### config.mk
export PLATFORM = sky130hd
export DESIGN_NAME = icache_tag_port_arbiter
export DESIGN_NICKNAME = d
export VERILOG_FILES = /design/src/rtl/icache_tag_port_arbiter.sv
export SDC_FILE = /design/constraint.sdc
export NUM_CORES = 1
export LEC_CHECK = 0
export BUFFER_PORTS_ARGS = -buffer_cell sky130_fd_sc_hd__buf_2
export CAP_MARGIN = 20
export CORE_UTILIZATION = 45
export DETAILED_ROUTE_END_ITERATION = 6
export PLACE_DENSITY = 0.74
export SYNTH_ARGS = -nofsm -noshare
export SYNTH_HDL_FRONTEND = slang
export SYNTH_SLANG_ARGS = --single-unit
### constraint.sdc
create_clock -name i_clk -period 1.3 [get_ports i_clk]
set_input_delay 0 -clock i_clk [delete_from_list [all_inputs] [get_ports i_clk]]
set_output_delay 0 -clock i_clk [all_outputs]
set_load 0.05 [all_outputs]
### src/rtl/icache_tag_port_arbiter.sv
// ICache tag-port arbiter: shares the single tag-array port between Fetch1
// reads, refill tag writes and a full-cache invalidate walker, and drives the
// ITag/ITLB avail qualifiers seen by Fetch1. Refill is throttled so a
// continuously requesting refill unit cannot lock fetch out of the port.
module icache_tag_port_arbiter #(
  parameter  int NUM_SETS   = 64,
  parameter  int MAX_STARVE = 4,
  localparam int IDX_WIDTH  = $clog2(NUM_SETS)
) (
  input  logic                 i_clk,
  input  logic                 i_rst,
  input  logic                 i_fetch_want,
  input  logic                 i_refill_req,
  input  logic [IDX_WIDTH-1:0] i_refill_idx,
  input  logic                 i_inv_start,
  output logic                 o_icache_tag_avail,
  output logic                 o_itlb_avail,
  output logic                 o_refill_grant,
  output logic                 o_tag_we,
  output logic                 o_tag_clear,
  output logic [IDX_WIDTH-1:0] o_tag_idx,
  output logic                 o_itlb_flush,
  output logic                 o_inv_busy,
  output logic                 o_inv_done
);

  localparam int SW = $clog2(MAX_STARVE + 1);
  localparam logic [IDX_WIDTH-1:0] LAST_IDX = IDX_WIDTH'(NUM_SETS - 1);
  localparam logic [SW-1:0]        STARVE_MAX = SW'(MAX_STARVE);

  typedef enum logic {IDLE, WALK} state_e;

  state_e               state_q, state_d;
  logic [IDX_WIDTH-1:0] walk_idx_q, walk_idx_d;
  logic                 inv_pend_q, inv_pend_d;
  logic [SW-1:0]        starve_cnt_q, starve_cnt_d;
  logic                 inv_done_q, inv_done_d;

  logic in_idle;
  logic in_walk;
  logic block;
  logic grant;
  logic fetch_avail;

  // Arbitration terms; the grant is masked during reset so the outputs sit
  // at their reset values even while a refill request is held.
  always_comb begin
    in_idle     = (state_q == IDLE);
    in_walk     = (state_q == WALK);
    block       = (starve_cnt_q == STARVE_MAX);
    grant       = in_idle & i_refill_req & ~block & ~i_rst;
    fetch_avail = in_idle & ~grant;
  end

  // State and walker registers.
  always_ff @(posedge i_clk or posedge i_rst) begin
    if (i_rst) begin
      state_q      <= IDLE;
      walk_idx_q   <= '0;
      inv_pend_q   <= 1'b0;
      starve_cnt_q <= '0;
      inv_done_q   <= 1'b0;
    end else begin
      state_q      <= state_d;
      walk_idx_q   <= walk_idx_d;
      inv_pend_q   <= inv_pend_d;
      starve_cnt_q <= starve_cnt_d;
      inv_done_q   <= inv_done_d;
    end
  end

  // Next-state: start a walk from IDLE on a fresh or pending invalidate; a
  // walk runs once over every set and a start seen mid-walk is remembered.
  always_comb begin
    state_d    = state_q;
    walk_idx_d = walk_idx_q;
    inv_pend_d = inv_pend_q;
    inv_done_d = 1'b0;
    case (state_q)
      IDLE: begin
        if (i_inv_start | inv_pend_q) begin
          state_d    = WALK;
          inv_pend_d = 1'b0;
          walk_idx_d = '0;
        end
      end
      WALK: begin
        walk_idx_d = walk_idx_q + 1'b1;
        if (i_inv_start) inv_pend_d = 1'b1;
        if (walk_idx_q == LAST_IDX) begin
          state_d    = IDLE;
          inv_done_d = 1'b1;
        end
      end
      default: state_d = IDLE;
    endcase
  end

  // Starvation counter: counts consecutive cycles fetch wanted the port but
  // lost it to refill; frozen while the walker owns the port.
  always_comb begin
    starve_cnt_d = starve_cnt_q;
    if (!i_fetch_want || fetch_avail)
      starve_cnt_d = '0;
    else if (grant && starve_cnt_q != STARVE_MAX)
      starve_cnt_d = starve_cnt_q + 1'b1;
  end

  // Outputs: the walker and the refill grant are mutually exclusive by state,
  // so the write port is never driven by two sources.
  always_comb begin
    o_icache_tag_avail = fetch_avail;
    o_itlb_avail       = in_idle;
    o_refill_grant     = grant;
    o_tag_we           = grant | in_walk;
    o_tag_clear        = in_walk;
    o_tag_idx          = '0;
    if (in_walk)    o_tag_idx = walk_idx_q;
    else if (grant) o_tag_idx = i_refill_idx;
    o_itlb_flush       = in_walk & (walk_idx_q == '0);
    o_inv_busy         = in_walk | inv_pend_q;
    o_inv_done         = inv_done_q;
  end

endmodule

==> metrics.yaml <==
violations: "negative setup slack"
utilization: 0.883
grt_antenna_before_repair: 0
multiInputGateArea_um2: 475
grt_pass1_vias: 625
initial_core_util: 0.506
post-route-min-period_ns: 1.66
stdcell_count: 124
synth-seq-cells: 12
portBuffers: 24
grt_pass1_wl_um: 2680
netlist_area_um2: 692
timing.rr.start: "o_tag_clear"
setup_viol: 12
rsz0062_at_grt: "true"
clk-insertion-delay-late_ns: 0.28
cts_made_buffers: 3
core_area_mm2: 0.00137
wl_um: 1890
max-cap-violations: 0
gp_congestion: 0.695
dp_hpwl_um: 1190
p_leak_nw: 0.554
synth_cell_types: 27
status: "finished with violations"
htree_levels: 1
finalClockSkew_ns: 0.00106
clockRootBuffer: "clkbuf_4"
avgViaCountPerCell: 5.65
power_density_mw_per_mm2: 2070
hold_start: "i_inv_start"
drt_first_pass_iters: 4
synth.avg_cell_area_um2: 10.2
die_h_um: 41.2
die_area_mm2: 0.00170
startpoint: "walk_idx_q[0]"
cts_buffer_depth: 2
cts_tree: "yes"
grt_max_degree: 21
crit_fanout: 2
final_common_cell: "buf_2"
place_inst: 116
critical_path.endpoint_type: "primary output"
core.rowCount: 13
grt_overflow: 0
synth_top_area_share: 0.434
drc_errors: 0
peakVddDrop_mv: 1.63
worst_setup_path_start_kind: "flop"
fillers: 70
slew_headroom: 0.689
report.final.hold_viol_count: 0
maxSlewViolCount: 0
seqCellArea_um2: 302
ant_nets: 0
grt_util_all_layers: 0.263
finalWorstSetupSlack_ns: -0.358
tightest_slew_ns: 0.466
clkTransAtPathRegs_ns: 0.07
max_freq_mhz: 603
cp.required_ns: 1.30
min_path_type: "in -> reg"
vias: 700
drive_gt1_frac: 0.596
final_cell_mix: "buf_2 (13), dfrtp_1 (11), buf_4 (11), buf_8 (8), a22o_4 (6)"
finalPower_mw: 2.50
dp_slack_ns: -0.164
fin_crit_sh: 1.28
worst_ep_arrival_time_ns: 1.66
drt-initial-drc-count: 8
cts_sinks: 12
synth_area_leaders: "dfrtp_1 (43%), a22o_1 (13%), ha_1 (7.2%)"
insertedDiodeCount: 0
num-nets-final: 125
critPathKind: "reg -> out"
synth_top_cell_by_area: "dfrtp_1"
synth_fp_nets: 83
pin_count: 25
syn2layout_area_growth_pct: 74.3
fp.dieW_um: 41.2
yosysSeqAreaShare: 0.434
wl_per_cell_um: 15.3
synth_cells: 68
synth_warnings: 0
-- flip-flops by register name, indices dropped and copies added (netlist names) --
register,cells
inv_pend_q,1
o_inv_done,1
o_tag_clear,1
starve_cnt_q,3
walk_idx_q,6
-- through the flow --
step | cell area (µm²) | setup TNS (ns) | hold slack [ns]
2_1_floorplan | 781 | -4.36 | -0.135
3_3_place_gp | 1000 | -0.780 | 0.0469
4_1_cts | 1180 | -2.79 | 0.0149
5_1_grt | 1210 | -3.74 | 0.0168
6_report | 1210 | -3.01 | 0.00485
3_5_place_dp | 1000 | -0.850 | 0.0494
-- worst paths after layout --
check,end,slack (ns),depth (start not counted)
max in group asynchronous,o_tag_clear,0.65,3
setup reg to reg,starve_cnt_q[0],-0.09,5
setup / recovery,o_itlb_flush,-0.36,5
min in group asynchronous,o_inv_done,0.31,3
hold / removal,inv_pend_q,0.005,3
hold reg to reg,inv_pend_q,0.52,2
-- layer usage --
metal | up-vias | GRT usage | part of all wire
li1 | 326 | - | -
met1 | 342 | 0.256 | 0.39
met2 | 28 | 0.473 | 0.53
met3 | 4 | 0.0978 | 0.062
met4 | 0 | 0.145 | 0.020
met5 | - | 0 | 0
-- kinds of logic (layout without fill, tap and decap cells) --
family | count (synthesis) | after routing | synth area share
simple gates | 21 | 21 | 0.168
mux | 2 | 2 | 0.0307
xor+xnor | 3 | 3 | 0.0380
flops | 12 | 12 | 0.434
compound gates | 17 | 17 | 0.206
fa+ha+maj | 4 | 4 | 0.0723
buf+inv | 9 | 50 | 0.0506
-- area by class of cell --
| class | instances | share of cell area |
|---|---|---|
| inverter | 7 | 0.0249 |
| timing repair buffer | 39 | 0.294 |
| multi-input combinational | 47 | 0.394 |
| clock buffer | 4 | 0.0218 |
| sequential | 12 | 0.250 |
| tap | 15 | 0.0156 |
-- where the power goes --
group / internal [mW] / switching, mW
clock network: 0.119 / 0.133
registers: 0.481 / 0.0870
logic: 0.843 / 0.836
total: 1.44 / 1.06
-- critical path, stage by stage (launching register included) --
cell and delay [ns]:
dfrtp_1 0.39, inv_2 0.07, ha_1 0.14, or4b_4 0.47, nor3_4 0.13, buf_6 0.17
-- timing repair --
action	in CTS	in global routing
resized for setup	41	3
setup endpoints to repair	13	19
endpoints found under the hold margin	12	0
buffers inserted	2	3
hold buffers	1	0
pin swaps	3	3
-- synthesized netlist by cell type --
master / count
or2_1: 1
nand4_1: 1
a22o_1: 10
a21oi_1: 2
a31o_1: 2
o21ai_0: 1
nor3_1: 2
nor2b_1: 1
mux2i_1: 1
or4b_1: 1
and3_1: 2
xor2_1: 1
a21oi_4: 1
nand2_1: 3
or3b_4: 1
nor2_2: 1
mux2_2: 1
xnor2_1: 2
nand3b_1: 1
buf_2: 1
dfrtp_1: 12
nor2_1: 5
ha_1: 4
inv_1: 7
clkbuf_1: 1
o22ai_1: 1
nand3_1: 2
(Power assumes the default switching activity.)
